<file path="src/rtl/dmem_lsu.sv">
// Load/store initiator for a word-wide data memory; load/SW respond in 2 cycles, SB/SH in 3, errors in 1.
// One request in flight: req_ready only in IDLE, and the response is held until resp_ready.
module dmem_lsu #(
    parameter int DEPTH_WORDS = 32,
    parameter int IDX_W       = 5
) (
    input  logic        clk,
    input  logic        rst_n,
    input  logic        req_valid,
    output logic        req_ready,
    input  logic        req_we,
    input  logic [2:0]  req_funct3,
    input  logic [31:0] req_base,
    input  logic [11:0] req_offset,
    input  logic [31:0] req_wdata,
    input  logic [4:0]  req_rd,
    output logic        resp_valid,
    input  logic        resp_ready,
    output logic [31:0] resp_rdata,
    output logic [4:0]  resp_rd,
    output logic        resp_err,
    output logic [31:0] mem_access_addr,
    output logic [31:0] mem_write_data,
    output logic        mem_write_en,
    output logic        mem_read,
    input  logic [31:0] mem_read_data
);

    typedef enum logic [2:0] {
        S_IDLE,
        S_RD,
        S_MERGE,
        S_WR,
        S_RESP
    } state_t;

    typedef struct packed {
        logic [2:0]  funct3;
        logic [1:0]  lane;
        logic [31:0] wdata;
        logic [4:0]  rd;
    } req_t;

    state_t      state_q;
    req_t        req_q;
    logic        req_ready_q;
    logic        resp_valid_q;
    logic        resp_err_q;
    logic [31:0] resp_rdata_q;
    logic [4:0]  resp_rd_q;
    logic [31:0] mem_addr_q;
    logic [31:0] mem_wdata_q;
    logic        mem_we_q;
    logic        mem_rd_q;

    logic [31:0] ea;
    logic        ill_f3;
    logic        misal;
    logic        oor;
    logic        acc_err;
    logic [7:0]  byte_v;
    logic [15:0] half_v;
    logic [31:0] rdata_d;
    logic [31:0] wword_d;

    // Accept-time decode straight from the request inputs.
    always_comb begin
        ea = req_base + {{20{req_offset[11]}}, req_offset};
        if (req_we) begin
            ill_f3 = req_funct3[2] || (req_funct3[1:0] == 2'b11);
        end else begin
            ill_f3 = (req_funct3[1:0] == 2'b11) || (req_funct3 == 3'b110);
        end
        misal   = ((req_funct3[1:0] == 2'b01) && ea[0]) ||
                  ((req_funct3[1:0] == 2'b10) && (ea[1:0] != 2'b00));
        oor     = (|ea[31:IDX_W+2]) || (32'(ea[IDX_W+1:2]) >= 32'(DEPTH_WORDS));
        acc_err = ill_f3 || misal || oor;
    end

    // Lane extraction for loads and lane replacement for sub-word stores.
    always_comb begin
        byte_v = mem_read_data[{req_q.lane, 3'b000} +: 8];
        half_v = req_q.lane[1] ? mem_read_data[31:16] : mem_read_data[15:0];
        case (req_q.funct3)
            3'b000:  rdata_d = {{24{byte_v[7]}}, byte_v};
            3'b001:  rdata_d = {{16{half_v[15]}}, half_v};
            3'b010:  rdata_d = mem_read_data;
            3'b100:  rdata_d = {24'h0, byte_v};
            3'b101:  rdata_d = {16'h0, half_v};
            default: rdata_d = 32'h0;
        endcase
        wword_d = mem_read_data;
        case (req_q.funct3[1:0])
            2'b00: wword_d[{req_q.lane, 3'b000} +: 8] = req_q.wdata[7:0];
            2'b01: begin
                if (req_q.lane[1]) begin
                    wword_d[31:16] = req_q.wdata[15:0];
                end else begin
                    wword_d[15:0] = req_q.wdata[15:0];
                end
            end
            default: wword_d = req_q.wdata;
        endcase
    end

    always_ff @(posedge clk or negedge rst_n) begin
        if (!rst_n) begin
            state_q      <= S_IDLE;
            req_q        <= '0;
            req_ready_q  <= 1'b1;
            resp_valid_q <= 1'b0;
            resp_err_q   <= 1'b0;
            resp_rdata_q <= 32'h0;
            resp_rd_q    <= 5'h0;
            mem_addr_q   <= 32'h0;
            mem_wdata_q  <= 32'h0;
            mem_we_q     <= 1'b0;
            mem_rd_q     <= 1'b0;
        end else begin
            case (state_q)
                S_IDLE: begin
                    if (req_valid) begin
                        req_ready_q <= 1'b0;
                        req_q       <= '{funct3: req_funct3, lane: ea[1:0],
                                         wdata: req_wdata, rd: req_rd};
                        mem_addr_q  <= {2'b00, ea[31:2]};
                        if (acc_err) begin
                            state_q      <= S_RESP;
                            resp_valid_q <= 1'b1;
                            resp_err_q   <= 1'b1;
                            resp_rdata_q <= 32'h0;
                            resp_rd_q    <= req_rd;
                        end else if (!req_we) begin
                            state_q  <= S_RD;
                            mem_rd_q <= 1'b1;
                        end else if (req_funct3[1:0] == 2'b10) begin
                            state_q     <= S_WR;
                            mem_we_q    <= 1'b1;
                            mem_wdata_q <= req_wdata;
                        end else begin
                            state_q  <= S_MERGE;
                            mem_rd_q <= 1'b1;
                        end
                    end
                end
                S_RD: begin
                    state_q      <= S_RESP;
                    mem_rd_q     <= 1'b0;
                    resp_valid_q <= 1'b1;
                    resp_err_q   <= 1'b0;
                    resp_rdata_q <= rdata_d;
                    resp_rd_q    <= req_q.rd;
                end
                S_MERGE: begin
                    state_q     <= S_WR;
                    mem_rd_q    <= 1'b0;
                    mem_we_q    <= 1'b1;
                    mem_wdata_q <= wword_d;
                end
                S_WR: begin
                    state_q      <= S_RESP;
                    mem_we_q     <= 1'b0;
                    resp_valid_q <= 1'b1;
                    resp_err_q   <= 1'b0;
                    resp_rdata_q <= 32'h0;
                    resp_rd_q    <= req_q.rd;
                end
                S_RESP: begin
                    if (resp_ready) begin
                        state_q      <= S_IDLE;
                        resp_valid_q <= 1'b0;
                        resp_err_q   <= 1'b0;
                        req_ready_q  <= 1'b1;
                    end
                end
                default: begin
                    state_q     <= S_IDLE;
                    req_ready_q <= 1'b1;
                    mem_rd_q    <= 1'b0;
                    mem_we_q    <= 1'b0;
                end
            endcase
        end
    end

    assign req_ready       = req_ready_q;
    assign resp_valid      = resp_valid_q;
    assign resp_err        = resp_err_q;
    assign resp_rdata      = resp_rdata_q;
    assign resp_rd         = resp_rd_q;
    assign mem_access_addr = mem_addr_q;
    assign mem_write_data  = mem_wdata_q;
    assign mem_write_en    = mem_we_q;
    assign mem_read        = mem_rd_q;

endmodule

</file>
<file path="config.mk">
export PLATFORM = sky130hd
export DESIGN_NAME = dmem_lsu
export DESIGN_NICKNAME = d
export VERILOG_FILES = /design/src/rtl/dmem_lsu.sv
export SDC_FILE = /design/constraint.sdc
export NUM_CORES = 1
export LEC_CHECK = 0
export BUFFER_PORTS_ARGS = -buffer_cell sky130_fd_sc_hd__buf_2
export CAP_MARGIN = 20
export CORE_MARGIN = 3
export CORE_UTILIZATION = 56
export DETAILED_ROUTE_END_ITERATION = 6
export PLACE_DENSITY = 0.82
export SLEW_MARGIN = 20
export SYNTH_ARGS = -nofsm -noshare
export SYNTH_HDL_FRONTEND = slang
export SYNTH_SLANG_ARGS = --single-unit
export TNS_END_PERCENT = 5
</file>
<file path="constraint.sdc">
create_clock -name clk -period 6.3 [get_ports clk]
set_input_delay 0.315 -clock clk [delete_from_list [all_inputs] [get_ports clk]]
set_output_delay 0.315 -clock clk [all_outputs]
set_load 0.05 [all_outputs]
</file>
==> metrics.md, run 1 <==
| Metric | Value |
|---|---|
| DR DRC count | `3` |
| CTS Sinks | `149` |
| Area share of the largest cell type after synthesis | `36.85%` |
| Syn_area_per_cell | `8.950 µm²` |
| GPL Wtd Cong | `0.9430` |
| Total detailed-routing wirelength | `31280 µm` |
| Arrival @ worst endpoint | `4.51 ns` |
| GRT Overall Usage | `31.11%` |
| Buffers on Ports | `224` |
| Via density | `6.558` |
| Layout Nets | `1455` |
| Top post-synthesis cells by area | `dfrtp_1 (37%), a21oi_1 (6.0%), mux2_2 (5.9%), ha_1 (4.5%), nand2_1 (4.2%)` |
| Crit-path max FO | `38` |
| Post-synth cell types | `79` |
| Starting DRT DRC Count | `1127` |
| Congestion Overflow GR | `0` |
| First-pass GRT wire length | `49370 µm` |
| Failing checks | `DRC` |
| Synth Cell Area | `10050 µm²` |
| Register area share after synthesis | `37.11%` |
| Io pins | `227` |
| RSZ-0062 raised after global routing | `false` |
| Vias in the first global route | `9442` |
| Yosys warning count | `0` |
| Slew HR | `27.02%` |
| Clock buffer count from CTS | `17` |
| DIE HEIGHT | `140.0 µm` |
| Fill cells | `1408` |
| Place WS | `1.682 ns` |
| Most frequent cells in the layout | `buf_2 (224), dfrtp_1 (148), a21oi_1 (120)` |
| Cell Rows | `48` |
| Max Fclk | `236.9 MHz` |
| Tcrit/Tclk final | `67.00%` |
| Crit end category | `flop` |
| Most common cell after layout, fill and taps aside | `buf_2` |
| Asr flop ratio synth | `100.0%` |
| Final TNS setup | `0 ns` |
| DR vias | `10060` |
| Worst IR drop on VDD | `0.2448 mV` |
| Detail Route Antenna Nets | `0` |
| Initial antenna violation count | `1` |
| Postcts setup bufs | `0` |
| #FFs+latches synth | `149` |
| Antenna diodes | `0` |
| First-pass DRT Iterations | `7` |
| Slew @ Worst Pin | `1.095 ns` |
| Root Buffer | `clkbuf_16` |
| Core ar. | `17420 µm²` |
| Die Wd | `140.0 µm` |
| Wire per inst | `20.39 µm` |
| Initial Utilization | `57.71%` |
| Area Overhead vs Synth | `18.08%` |
| Setup skew after layout | `0.01196 ns` |
| Most used flip-flop cell after synthesis | `dfrtp_1` |
| Max-Cap Viols | `0` |
| Clock-pin slew on the worst setup and hold paths | `0.06 ns` |
| Status | `complete, but fails checks` |
| Post-synth top area cell | `dfrtp_1` |
| CP Data Required Time | `6.59 ns` |
| Final hold vios | `0` |
| Final worst slack | `2.079 ns` |
| CTS max path bufs | `2` |
| Critical Setup Path Class | `in -> reg` |
| Hold Slack | `0.1211 ns` |
| DP HPWL | `22650 µm` |
| CTS tree | `yes` |
| CP startpoint kind | `input pin` |
| Fin crit period | `4.221 ns` |
| Final setup fails | `0` |
| Worst hold path type | `in -> reg` |
| Leak | `0.005648 µW` |
| Layout cell share with drive strength beyond 1 | `26.89%` |
| Post-Synthesis Cells | `1123` |
| Worst-Skew Late Latency | `0.43 ns` |
| Post-synth EDFFs | `0` |
| Max-slew violations | `0` |
| PwrDens | `306.2 nW/µm²` |
| H-tree lvl count | `4` |
| Die ar. | `19590 µm²` |
| Largest net degree at the start of global routing | `107` |
[metal layers]
layer | share of wire [%] | track usage [%] | routed length, µm
met5 | 0.051 | 0 | 16
met3 | 11 | 7.340 | 3323
met2 | 45 | 47.81 | 14080
met1 | 39 | 41.85 | 12310
met4 | 5.0 | 14.53 | 1550
[registers in the layout, indices dropped and copies added, names as in the netlist]
signal,count
resp_valid,1
mem_read,1
mem_write_en,1
mem_access_addr,30
state_q,3
resp_rdata,32
mem_write_data,32
req_q,42
resp_err,1
req_ready,1
resp_rd,5
[worst max-delay path, stage by stage]
cell      delay (ns)
buf_2           0.35
ha_1            0.42
a21oi_1         0.24
o21ai_1         0.13
a41oi_1         0.42
nor4_1          0.18
or4_1           0.52
a32oi_1         0.25
nand4_1         0.22
or4b_4          0.69
a31oi_2         0.21
buf_4           0.38
a211oi_1        0.14
[Yosys cell counts, types with 8 or more instances]
| master | count |
|---|---|
| a211o_1 | 16 |
| a211oi_1 | 28 |
| a21bo_1 | 14 |
| a21bo_2 | 10 |
| a21o_1 | 18 |
| a21oi_1 | 120 |
| a221oi_1 | 25 |
| a222oi_1 | 8 |
| a22o_1 | 16 |
| a22oi_1 | 8 |
| and2_1 | 20 |
| buf_2 | 10 |
| clkbuf_1 | 66 |
| dfrtp_1 | 148 |
| ha_1 | 36 |
| inv_1 | 22 |
| mux2_2 | 53 |
| mux2i_1 | 11 |
| nand2_1 | 113 |
| nand2b_1 | 14 |
| nand3_1 | 22 |
| nand4_1 | 13 |
| nor2_1 | 58 |
| nor2b_1 | 11 |
| nor3_1 | 32 |
| nor4_1 | 9 |
| nor4b_1 | 9 |
| o211a_1 | 11 |
| o211ai_1 | 13 |
| o21ai_0 | 54 |
| o31ai_1 | 11 |
[area by class of cell]
class | instances | area [µm²] | area share (%)
repair buffers | 238 | 1236 | 10.42
well taps | 225 | 281.5 | 2.372
clock buffers | 24 | 511.7 | 4.312
inverters | 25 | 93.84 | 0.7907
multi-input cells | 866 | 5921 | 49.89
flip-flops and latches | 149 | 3730 | 31.43
clock inverters | 7 | 93.84 | 0.7907
[power breakdown]
group          internal [µW]  total [µW]  leakage (µW)  switching, µW
combinational            434        1320       0.00354            885
sequential              1110        1270       0.00182            159
clock                    644        1050      0.000294            405
total                   2190        3630       0.00565           1450
[what timing repair did]
item                                    in CTS  in global routing
endpoints found under the setup margin       0                  0
endpoints found under the hold margin       74                  0
gates resized for setup                      0                  0
hold buffers                                 1                  0
[through the flow]
| step | total power, µW | utilization, % | instance area [µm²] | instances |
|---|---|---|---|---|
| floorplan | 2197 | - | 10050 | 1124 |
| global placement | 2543 | 64.51 | 11240 | 1501 |
| detailed placement | 2569 | 64.51 | 11240 | 1501 |
| CTS | 3617 | 68.05 | 11850 | 1533 |
| global route | 3804 | 68.14 | 11870 | 1534 |
| finish | 3634 | 68.14 | 11870 | 1534 |
[cell families after synthesis]
group	share of synthesized area, %
AOI/OAI and AO/OA	29.20
xor gates and xnor gates	1.046
adders and majority gates	4.681
buffers and inverters	4.531
DFF	37.11
muxes	7.034
other	0.03731
and+or+nand+nor	16.36
[worst paths after layout]
path / startpoint / slack (ns) / cells past startpoint / end
worst max register to register: req_q[38] / 2.85 / 9 / mem_write_data[26]
max in group asynchronous: rst_n / 4.39 / 3 / resp_rdata[13]
worst min-delay path: req_wdata[22] / 0.12 / 2 / req_q[27]
worst max-delay path: req_offset[11] / 2.08 / 13 / resp_rd[0]
min in group asynchronous: rst_n / 0.46 / 2 / mem_write_data[16]
worst min register to register: mem_access_addr[23] / 0.48 / 2 / mem_access_addr[23]
No activity file was read; power rests on OpenSTA's default activity.
==> run 2, diff against run 1 <==
- CORE_UTILIZATION: 56 -> 55
- PLACE_DENSITY: 0.82 -> 0.81
- clock period: 6.3 -> 4.1 ns (I/O delays scaled with it)
==> run 2 against run 1 <==
Compared with the run above:
- the run now ends clean
- via count is 0.91% higher
- global-route usage is 0.82 points higher
- non-clock buffer count is 29 higher
- first-iteration DRC count is 5.7% higher
- critical endpoint is now resp_rdata[20]
- clock power is 60% higher
- worst setup slack worse by 1.7 ns
- hold slack worse by 0.10 ns
- critical path depth is 1 higher
- largest cell class unchanged
- utilization is 0.94 points higher
- combinational power is 57% higher
==> metrics.md, run 2 (synthesized netlist as in run 1, its figures left out) <==
| Metric | Value |
|---|---|
| Detail Route Antenna Nets | `0 (unchanged)` |
| Final hold vios | `0 (unchanged)` |
| Status | `complete, no violations (was complete, but fails checks)` |
| Buffers on Ports | `224 (unchanged)` |
| Fin crit period | `3.723 ns` |
| Total detailed-routing wirelength | `32440 µm (was 31280 µm)` |
| Leak | `0.005816 µW (was 0.005648 µW)` |
| CP Data Required Time | `4.47 ns (was 6.59 ns)` |
| Vias in the first global route | `9527 (was 9442)` |
| Post-Place Cells | `1530 (was 1501)` |
| Critical register-to-register path startpoint | `req_q[38] (unchanged)` |
| DP HPWL | `23870 µm (was 22650 µm)` |
| Initial antenna violation count | `2 (was 1)` |
| First-pass GRT wire length | `50760 µm (was 49370 µm)` |
| Largest Register | `req_q (unchanged)` |
| Final Non-Filler Cells | `1565 (was 1534)` |
| Layout Nets | `1484 (was 1455)` |
| Max Fclk | `268.6 MHz` |
| Die ar. | `19930 µm² (was 19590 µm²)` |
| Final Util | `69.08% (was 68.14%)` |
| CP Launch Point | `req_base[0] (was req_offset[11])` |
| DIE HEIGHT | `141.2 µm (was 140.0 µm)` |
| Most frequent cells in the layout | `buf_2 (223), dfrtp_1 (147), a21oi_1 (120) (was buf_2 (224), dfrtp_1 (148), a21oi_1 (120))` |
| Most common cell after layout, fill and taps aside | `buf_2 (unchanged)` |
| RSZ-0062 raised after global routing | `false (unchanged)` |
| Io pins | `227 (unchanged)` |
| Slew @ Worst Pin | `1.142 ns (was 1.095 ns)` |
| Max reg flops | `42 (unchanged)` |
| GRT Overall Usage | `31.92% (was 31.11%)` |
| Max-Cap Viols | `0 (unchanged)` |
| Congestion Overflow GR | `0 (unchanged)` |
| # resized after CTS | `0 (unchanged)` |
| Layout cell share with drive strength beyond 1 | `28.68% (was 26.89%)` |
| Wire per inst | `20.73 µm (was 20.39 µm)` |
| Crit end category | `flop (unchanged)` |
| Setup skew after layout | `0.009233 ns (was 0.01196 ns)` |
| CTS Sinks | `149 (unchanged)` |
| Largest net degree at the start of global routing | `95 (was 107)` |
| Die Wd | `141.2 µm (was 140.0 µm)` |
| Switching share of power | `39.71% (was 39.86%)` |
| First-pass DRT Iterations | `6 (was 7)` |
| CP startpoint kind | `input pin (unchanged)` |
| Root Buffer | `clkbuf_16 (unchanged)` |
| HP Start | `req_wdata[28] (was req_wdata[22])` |
| Via density | `6.487 (was 6.558)` |
| Design Area, Final | `12160 µm² (was 11870 µm²)` |
| Worst hold path type | `in -> reg (unchanged)` |
| DR DRC count | `0 (was 3)` |
| Worst-Skew Late Latency | `0.43 ns (about the same)` |
| Clock buffer count from CTS | `17 (unchanged)` |
| Crit-path max FO | `38 (unchanged)` |
| Final setup fails | `0 (unchanged)` |
| Critical Setup Path Class | `in -> reg (unchanged)` |
| Worst IR drop on VDD | `0.3758 mV (was 0.2448 mV)` |
| Starting DRT DRC Count | `1191 (was 1127)` |
| Cell Rows | `48 (unchanged)` |
| Clock-pin slew on the worst setup and hold paths | `0.06 ns (about the same)` |
| Gate power share | `36.2% (was 36.3%)` |
| Clock power frac | `29.4% (was 28.9%)` |
| GPL Wtd Cong | `0.9777 (was 0.9430)` |
| CTS max path bufs | `2 (unchanged)` |
| Max-slew violations | `0 (unchanged)` |
| Tcrit/Tclk final | `90.81%` |
| Switching pwr | `2267 µW (was 1449 µW)` |
| Flop pwr share | `34.3% (was 34.9%)` |
| Slew HR | `23.59% (was 27.02%)` |
| PwrDens | `469.7 nW/µm² (was 306.2 nW/µm²)` |
| DR vias | `10150 (was 10060)` |
| Int Pwr | `3442 µW (was 2185 µW)` |
| CTS tree | `yes (unchanged)` |
| Arrival @ worst endpoint | `4.09 ns (was 4.51 ns)` |
| Initial Utilization | `57.12% (was 57.71%)` |
| Area Overhead vs Synth | `20.94% (was 18.08%)` |
| Placed Area | `11500 µm² (was 11240 µm²)` |
| Core ar. | `17600 µm² (was 17420 µm²)` |
| H-tree lvl count | `4 (unchanged)` |
run 2: cell count changes in the layout (fill, tap and decap cells not counted), moves of 2 or more:
cell	before	now
inv_6	0	2
clkbuf_8	6	2
bufinv_16	2	4
buf_12	0	4
clkinv_2	2	5
buf_4	11	37
run 2: what timing repair did:
action,CTS,global route
hold buffers,1,0
buffers inserted,0,0
endpoints found under the hold margin,91,0
setup endpoints to repair,0,0
run 2: worst max-delay path, cell delays in order:
cell      delay, ns
buf_2          0.11
ha_1           0.25
fa_1           0.42
a21o_1         0.21
a221o_1        0.43
a211oi_4       0.37
nor2_1         0.15
o22ai_1        0.22
xor2_1         0.22
nand4_1        0.22
or4b_4         0.61
a31oi_2        0.26
buf_12         0.24
a21bo_2        0.16
run 2: path summary, 6_finish.rpt:
| kind | end | slack, ns | cells past startpoint |
|---|---|---|---|
| hold / removal | req_q[33] | 0.02 | 2 |
| hold reg to reg | mem_access_addr[1] | 0.47 | 2 |
| setup reg to reg | mem_write_data[10] | 1.22 | 7 |
| max in group asynchronous | req_q[5] | 2.75 | 3 |
| min in group asynchronous | req_q[22] | 0.43 | 2 |
| setup / recovery | resp_rdata[20] | 0.38 | 14 |
run 2: area by class of cell:
cell class                      instances  area (µm²)
Clock inverter                         13       177.7
Multi-Input combinational cell        866        5913
Fill cell                            1423        5441
Timing Repair Buffer                  267        1503
Antenna cell                            1       2.502
Sequential cell                       149        3731
Inverter                               25       93.84
Tap cell                              225       281.5
Clock buffer                           19       452.9
run 2: through the flow:
step                      power [µW]  TNS [ns]  hold slack (ns)  setup WS (ns)
after floorplan                 3375         0         -0.09059         0.4093
final                           5710         0          0.02080         0.3767
after CTS                       5676         0         0.008616         0.4013
after detailed placement        3991    -1.605           0.3491       -0.06202
after global placement          3942         0           0.3438        0.05283
after global routing            5966         0          0.01747         0.1196
run 2: layer usage:
metal | up-vias | routed length, µm | track usage (%)
li1 | 4648 | - | -
met1 | 4759 | 12520 | 42.09
met4 | 2 | 1368 | 14.13
met3 | 109 | 3502 | 6.343
met5 | - | 13 | 0
met2 | 634 | 15030 | 51.09
run 2: power groups by stage:
| stage | Sequential [µW] | Combinational [µW] | Clock (µW) |
|---|---|---|---|
| after floorplan | 2330 | 1040 | 0 |
| after global placement | 1950 | 1990 | 0 |
| after detailed placement | 1960 | 2030 | 0 |
| after CTS | 1940 | 2040 | 1690 |
| after global routing | 1980 | 2220 | 1760 |
| final | 1960 | 2070 | 1680 |
